===== src/rtl/st_ctrl.sv =====
// Store (ST-family) sequencer: one atomic read-modify-write per accepted store,
// stepping the external field-merge datapath between the memory read and write.
module st_ctrl #(
  parameter int ADDR_W  = 12,
  parameter int WORD_W  = 31,
  parameter int MEM_LAT = 1
) (
  input  logic              clk,
  input  logic              rst_n,
  input  logic              start,
  input  logic [5:0]        field,
  input  logic [ADDR_W-1:0] addressin,
  input  logic [WORD_W-1:0] src,
  output logic              busy,
  output logic              done,
  output logic              err,
  output logic              mem_req,
  input  logic              mem_gnt,
  output logic              mem_re,
  output logic              mem_we,
  output logic [ADDR_W-1:0] mem_addr,
  output logic [WORD_W-1:0] mem_wdata,
  input  logic [WORD_W-1:0] mem_rdata,
  output logic              mrg_start,
  output logic [5:0]        mrg_field,
  output logic [WORD_W-1:0] mrg_in,
  output logic [ADDR_W-1:0] mrg_addr,
  output logic [WORD_W-1:0] mrg_data,
  input  logic [WORD_W-1:0] mrg_out
);

  typedef enum logic [2:0] {
    IDLE,
    CHK,
    REQ,
    WAIT,
    MERGE,
    WRITE,
    DONE
  } state_t;

  state_t              r_state;
  state_t              w_next;
  logic [ADDR_W-1:0]   r_addr;
  logic [WORD_W-1:0]   r_src;
  logic [5:0]          r_field;
  logic [WORD_W-1:0]   r_old;
  logic [WORD_W-1:0]   r_merged;
  logic [2:0]          r_cnt;
  logic                r_err;
  logic [ADDR_W-1:0]   r_mem_addr;
  logic [WORD_W-1:0]   r_mem_wdata;
  logic                w_legal;
  logic                w_rd_last;

  assign w_legal   = (r_field[5:3] <= r_field[2:0]) && (r_field[2:0] <= 3'd5);
  assign w_rd_last = (r_state == WAIT) && (r_cnt == 3'd1);

  assign mrg_field = r_field;
  assign mrg_in    = r_src;
  assign mrg_addr  = r_addr;

  always_comb begin
    w_next    = r_state;
    busy      = 1'b0;
    done      = 1'b0;
    err       = 1'b0;
    mem_req   = 1'b0;
    mem_re    = 1'b0;
    mem_we    = 1'b0;
    mrg_start = 1'b0;
    mem_addr  = r_mem_addr;
    mem_wdata = r_mem_wdata;
    mrg_data  = r_old;
    case (r_state)
      IDLE: begin
        if (start) w_next = CHK;
      end
      CHK: begin
        busy   = 1'b1;
        w_next = w_legal ? REQ : DONE;
      end
      REQ: begin
        busy    = 1'b1;
        mem_req = 1'b1;
        if (mem_gnt) begin
          mem_re   = 1'b1;
          mem_addr = r_addr;
          w_next   = WAIT;
        end
      end
      WAIT: begin
        busy    = 1'b1;
        mem_req = 1'b1;
        // Old word bypassed so the datapath sees it in the start cycle as well.
        if (w_rd_last) begin
          mrg_start = 1'b1;
          mrg_data  = mem_rdata;
          w_next    = MERGE;
        end
      end
      MERGE: begin
        busy    = 1'b1;
        mem_req = 1'b1;
        w_next  = WRITE;
      end
      WRITE: begin
        busy    = 1'b1;
        mem_req = 1'b1;
        if (mem_gnt) begin
          mem_we    = 1'b1;
          mem_addr  = r_addr;
          mem_wdata = r_merged;
          w_next    = DONE;
        end
      end
      DONE: begin
        done   = 1'b1;
        err    = r_err;
        w_next = IDLE;
      end
      default: w_next = IDLE;
    endcase
  end

  always_ff @(posedge clk or negedge rst_n) begin
    if (!rst_n) begin
      r_state     <= IDLE;
      r_addr      <= '0;
      r_src       <= '0;
      r_field     <= '0;
      r_old       <= '0;
      r_merged    <= '0;
      r_cnt       <= '0;
      r_err       <= 1'b0;
      r_mem_addr  <= '0;
      r_mem_wdata <= '0;
    end else begin
      r_state <= w_next;
      if (r_state == IDLE && start) begin
        r_addr  <= addressin;
        r_src   <= src;
        r_field <= field;
      end
      if (r_state == CHK) r_err <= !w_legal;
      if (r_state == REQ && mem_gnt) r_cnt <= 3'(MEM_LAT);
      if (r_state == WAIT) r_cnt <= r_cnt - 3'd1;
      if (w_rd_last) r_old <= mem_rdata;
      if (r_state == MERGE) r_merged <= mrg_out;
      if (mem_re || mem_we) r_mem_addr <= r_addr;
      if (mem_we) r_mem_wdata <= r_merged;
    end
  end

endmodule

===== config.mk =====
export PLATFORM = sky130hd
export DESIGN_NAME = st_ctrl
export DESIGN_NICKNAME = d
export VERILOG_FILES = /design/src/rtl/st_ctrl.sv
export SDC_FILE = /design/constraint.sdc
export NUM_CORES = 1
export LEC_CHECK = 0
export BUFFER_PORTS_ARGS = -buffer_cell sky130_fd_sc_hd__clkbuf_2
export CAP_MARGIN = 20
export CORE_MARGIN = 5
export CORE_UTILIZATION = 50
export CTS_BUF_LIST = sky130_fd_sc_hd__clkbuf_4 sky130_fd_sc_hd__clkbuf_8
export DETAILED_ROUTE_END_ITERATION = 8
export PLACE_DENSITY_LB_ADDON = 0.25
export SETUP_SLACK_MARGIN = 0.5
export SYNTH_ARGS = -nofsm -noshare
export SYNTH_HDL_FRONTEND = slang
export SYNTH_SLANG_ARGS = --single-unit

===== constraint.sdc =====
create_clock -name clk -period 5.15 [get_ports clk]
set_clock_uncertainty 0.05 [all_clocks]
set_input_delay 0 -clock clk [delete_from_list [all_inputs] [get_ports clk]]
set_output_delay 0 -clock clk [all_outputs]
set_load 0.01 [all_outputs]

# After elaboration in Yosys (flattened, before gate mapping)
# Index checks and enable logic that the tools add are counted.
# classes
add_sub_neg	1
magnitude_cmp	2
n_eq_ne	11
mux	23
n_reduce_logical	12
# ops
operator	n
31-bit 2-to-1 mux	4
12-bit 2-to-1 mux	2
3-bit 2-to-1 mux	7
3-bit one-hot mux with 6 select lines	1
3-bit equality test, second input constant	3
1-bit 2-to-1 mux	9
2-bit != test, second input constant	4
3-bit by 1-bit equality test with 1-bit output, second input constant	2
3-bit by 2-bit equality test with 1-bit output, second input constant	2
5-bit OR reduction	1
1-bit logical AND	4
4-bit AND reduction	1
4-bit OR reduction	1
3-bit less-or-equal comparator	1
3-bit less-or-equal comparator, second input constant	1
3-bit zero test	1
3-bit by 1-bit subtractor with 3-bit output, second input constant	1
2-bit nonzero test	1
2-bit OR reduction	1
1-bit zero test	1
1-bit logical OR	1
# totals
regBits	161
in_bits	115
out_inout_bits	130
elab_cells	59

# Logic depth before layout (Yosys ltp)
# logic_depth
word_depth	4
ltp_mapped	6
depth_no_buf	6

# Worst setup path after synthesis
# OpenSTA, ideal clock, no wires.
# synth_path
path_kind	register -> register
startpoint	register r_state[0]
endpoint	register r_mem_addr[10]
setup_ps	125
arrival_ps	1490
required_ps	4975
setup_slack_ps	3486
path_stages_with_launch	7
n_path_buf	2
synth_period_minus_slack_ps	1664
path_cell_list	dfrtp_1 -> and2b_1 -> a21oi_1 -> nand2b_1 -> buf_2 -> buf_6 -> mux2_2
# synth_via
elab_chain_len	3
word_cells_on_any_way	5
cone_classes	2 x eq/ne; 2 x mux; 1 x reduce/logical
# synth_rtl
item	line_no	source
start: declaration	42	state_t r_state;
start signal: assignment	139	r_state <= w_next;
3-bit by 2-bit equality test with 1-bit output or 3-bit equality test (tied branches)	75	case (r_state)
1-bit 2-to-1 mux	75	
1-bit logical OR *	150	if (mem_re || mem_we) r_mem_addr <= r_addr;
end signal: assignment	150	
end: declaration	51	logic [ADDR_W-1:0] r_mem_addr;
# Mark *: on every way between the ends. The rest lies on a longest branch, timed or not.
# A chain may end at the register's enable or synchronous reset.

# Worst setup path in the final report
# layout_path
startpoint	register r_state[1]
endpoint	output mem_wdata[30]
# layout_via
elab_chain_len	2
# layout_rtl
item	line_no	source
3-bit equality test	75	
31-bit 2-to-1 mux	75	
end: declaration	22	output logic [WORD_W-1:0] mem_wdata,
# Every way passes these cells.

==> impl_results.rst <==
.. list-table::
   :header-rows: 1

   * - Metric
     - Value
   * - Endpoint of the worst-slack reg-to-reg timing path
     - r_mem_wdata[25]$_DFFE_PN0P_
   * - Met2 Use GR
     - approximately 40%
   * - Layout cells sized above 1
     - roughly three fifths
   * - Global routing met3 resource utilization
     - about 6.3%
   * - Main combinational cell family by area after synthesis
     - multiplexers
   * - Multiplexer area fraction after synthesis
     - 35.3%
   * - Worst min-delay path endpoint
     - r_state[1]$_DFFE_PN0P_
   * - Overall global routing resource usage
     - about 22%
   * - Floorplan die area
     - about 17000 sq um
   * - Number of cells produced by synthesis
     - 486
   * - Min cycle time layout
     - 2.93 ns
   * - RSZ-0062 raised after global routing
     - no
   * - R2r worst-path depth
     - 4
   * - Slew of the pin with the lowest slew margin
     - between 0.8 and 0.9 ns
   * - Via count of the first global-routing pass
     - 5842
   * - Type of the most critical hold path
     - in -> reg
   * - Post-synth net total
     - between 600 and 700
   * - Number of synthesized register bits
     - ~160
   * - Data arrival, critical path
     - 2.88 ns
   * - FF/Latch Area
     - about 4000 sq um
   * - Power per standard cell area
     - 576 nW/um^2
   * - CTS root buffer
     - sky130_fd_sc_hd__clkbuf_8
   * - Worst slack after detailed placement
     - between 2 and 3 ns
   * - Via density per instance
     - 5.07
   * - Initial Util
     - approximately half
   * - Number of library cell types mapped by synthesis
     - 31
   * - Final WL
     - 17700 microns
   * - Post-route clock period utilization
     - a little under three fifths
   * - Number of max-cap violations
     - 0
   * - Avg Cell Area, Syn
     - between 10 and 15 sq um
   * - Antenna violations before repair
     - 0
   * - Setup total negative slack
     - 0 ns
   * - Number of pins exceeding their max-slew limit in the final report
     - 0
   * - Wire length per cell
     - roughly 17 microns
   * - Cells on Worst Hold Path
     - 5
   * - Routed via count
     - between 5000 and 6000
   * - Start of the worst register-to-register path
     - r_state[1]$_DFFE_PN0P_
   * - IO Pins
     - around 250
   * - Sequential power share
     - 39.6%
   * - CTS tree
     - done
   * - Maximum level of the CTS H-tree
     - 4
   * - Floorplan core area
     - approximately 14000 sq um
   * - Max-slew headroom
     - a little over two fifths
   * - Quantity of gates resized following cts
     - 0
   * - Syn Std Cell Area
     - just over 7000 sq um
   * - Setup violators final
     - 0
   * - Fill cell count
     - around 900
   * - Buffers on Ports
     - approximately 240
   * - Die Height
     - about 130 microns
   * - Combinational cell fraction of total power
     - a little over two fifths
   * - Remaining Overflow, GRT
     - 0
   * - Detailed Routing Iterations Pass 1
     - 4
   * - Clock power share
     - between 10% and 20%
   * - Simple logic cell fraction of the synthesized area
     - under 10%
   * - Setup crit end kind
     - primary output
   * - Minimum setup slack among reg-to-reg paths
     - approximately 2.7 ns
   * - Final GP Congestion
     - between 0.7 and 0.8
   * - Final Worst Setup Slack
     - about 2.2 ns
   * - Post-layout net count
     - between 900 and 1000
   * - P_leak
     - 0.00490 uW
   * - Number of cell rows
     - 43
   * - Switching power as a share of total power
     - between 30% and 40%
   * - Remaining routing DRC violations
     - 0
   * - Pin count of the biggest net entering global routing
     - a little under 100
   * - Required time of the critical path
     - a little over 5 ns
   * - Synth Area in Compound Gates
     - between 2 and 2.5%
   * - Switching power of the nets
     - approximately 2000 uW
   * - GRT met1 Usage
     - between 20% and 30%
   * - Design internal power
     - about 3800 uW
   * - DRC marker count from the first detailed-route iteration
     - between 100 and 150
   * - Area used by multi-input combinational logic
     - just under 3000 sq um
   * - Antenna viol nets, final
     - 0
   * - Area growth from synthesis to layout
     - 41.5%
   * - Largest vdd supply drop
     - 0.292 mV
   * - Die width
     - about 130 microns
   * - Num Clock Sinks
     - between 150 and 200
   * - Final HPWL DP
     - 11400 microns
   * - Critical hold path startpoint
     - start
   * - Synthesized-area fraction occupied by adder cells
     - 1.22%
   * - Fmax
     - 341 MHz
   * - Clk Latency, worst-skew pair
     - roughly 0.44 ns
   * - Final core utilization
     - roughly 73%
   * - Kind of start point of the critical path
     - flip-flop
   * - Result of the run
     - completed
   * - Post-Synth XOR/XNOR Area
     - 0%
   * - Warning count from the yosys run
     - 0
   * - Clock transition time at the flip-flop clock pins of the worst setup and hold paths
     - ~0.080 ns
   * - Sequential area share after synthesis
     - between 50% and 60%
   * - Setup CP Type
     - reg -> out
   * - Routing layer with the top usage in global route
     - met2
   * - Largest fanout on the critical path
     - 37
   * - Final count of hold timing violations
     - 0
   * - Number of inserted diodes
     - 0
   * - Buffer depth of the longest clock path
     - 2
   * - TritonCTS buffer count
     - 17
   * - Wire length of the first global-routing pass
     - 28800 microns
## synth_stat cells, drive strengths merged
cell type | n | area share [%]
dfrtp | 161 | 56
o221ai | 1 | 0.12
buf | 26 | 2.0
nand2b | 4 | 0.35
nor2b | 2 | 0.17
or3 | 1 | 0.087
and3 | 1 | 0.087
nor3 | 2 | 0.14
a31oi | 1 | 0.087
nand3b | 1 | 0.10
and2 | 3 | 0.26
a21oi | 7 | 0.49
nor3b | 3 | 0.38
a22o | 1 | 0.12
and2b | 1 | 0.10
a221oi | 1 | 0.12
ha | 7 | 1.2
clkbuf | 1 | 0.052
o22ai | 1 | 0.087
nand4 | 1 | 0.17
o21ai | 10 | 0.70
mux2 | 225 | 35
a21o | 1 | 0.10
nand3 | 2 | 0.21
o2bb2ai | 2 | 0.24
inv | 11 | 0.58
nand2 | 7 | 0.37
nor2 | 2 | 0.10
## critical path, stage by stage (launching register included)
cell and delay, ns:
sky130_fd_sc_hd__dfrtp_1 0.64, sky130_fd_sc_hd__and2b_1 0.27, sky130_fd_sc_hd__nand3_2 0.45, sky130_fd_sc_hd__buf_4 0.52, sky130_fd_sc_hd__mux2_2 0.41, sky130_fd_sc_hd__clkbuf_2 0.14
## flip-flops by register name, summed over array words and instances (netlist names)
| register | count |
|---|---|
| r_state | 3 |
| r_mem_addr | 12 |
| r_mem_wdata | 31 |
| r_err | 1 |
| mrg_addr | 12 |
| r_old | 31 |
| mrg_in | 31 |
| r_cnt | 3 |
| r_merged | 31 |
| mrg_field | 6 |
## final cells by class
| cell class | instances | share of cell area (%) |
|---|---|---|
| Tap cell | 180 | 2.22 |
| Clock buffer | 20 | 2.53 |
| Sequential cell | 161 | 39.7 |
| Clock inverter | 11 | 1.62 |
| Timing Repair Buffer | 364 | 24.3 |
| Multi-Input combinational cell | 287 | 29.3 |
| Inverter | 11 | 0.407 |
## cells by family after synthesis
logic type / after synthesis
mux: 225
fa+ha+maj: 7
flops: 161
compound gates: 25
simple gates: 30
buf+inv: 38
## layout by cell type, fill, tap and decap left out, drive strengths merged, types with 2 or more instances in the layout
cell type,n
mux2,225
nand2,7
inv,11
nand3,2
dfrtp,161
dlygate4sd3,113
buf,8
o21ai,10
and2,3
nor3b,3
clkinv,5
nor2b,2
clkinvlp,2
a21oi,7
ha,7
o2bb2ai,2
clkbuf,263
bufinv,4
nor3,2
nand2b,4
nor2,2
## worst max-delay path by stage
| stage | start | to | slack, ns |
|---|---|---|---|
| global placement | r_state[2]$_DFFE_PN0P_ | r_merged[15]$_DFFE_PN0N_ | 2.58 |
| detailed placement | r_state[2]$_DFFE_PN0P_ | r_merged[14]$_DFFE_PN0N_ | 2.51 |
| CTS | r_state[0]$_DFFE_PN0P_ | mrg_data[13] | 2.05 |
| floorplan | r_state[0]$_DFFE_PN0P_ | r_mem_addr[10]$_DFFE_PN0P_ | 3.49 |
| finish | r_state[1]$_DFFE_PN0P_ | mem_wdata[30] | 2.22 |
| global route | r_state[1]$_DFFE_PN0P_ | mem_wdata[14] | 2.01 |
## metrics by stage
stage               instance area [sq um]  hold WS (ns)  power [uW]  cells
floorplan                            7170        -0.346        3850    486
global placement                     8510        0.0716        4650    886
detailed placement                   8510        0.0793        4770    886
CTS                                 10100        0.0212        5850   1030
global route                        10100        0.0696        6250   1034
finish                              10100        0.0625        5850   1034
## power groups by stage
stage | clock (uW) | sequential [uW] | combinational, uW
after floorplan | 0 | 2280 | 1570
after global placement | 0 | 2270 | 2380
after detailed placement | 0 | 2330 | 2450
after CTS | 1010 | 2310 | 2530
after global routing | 1060 | 2400 | 2790
final | 982 | 2320 | 2550
## routing by layer
layer	routed length (microns)	share of wire (%)
met2	9430	53
met3	1160	6.5
met1	6400	36
met5	0	0
met4	670	3.8
## timing repair
item	4_1_cts	5_1_grt
endpoints found under the setup margin	0	0
hold endpoints to repair	209	0
hold buffers	113	0
setup buffers	0	0
(Power assumes the default switching activity.)
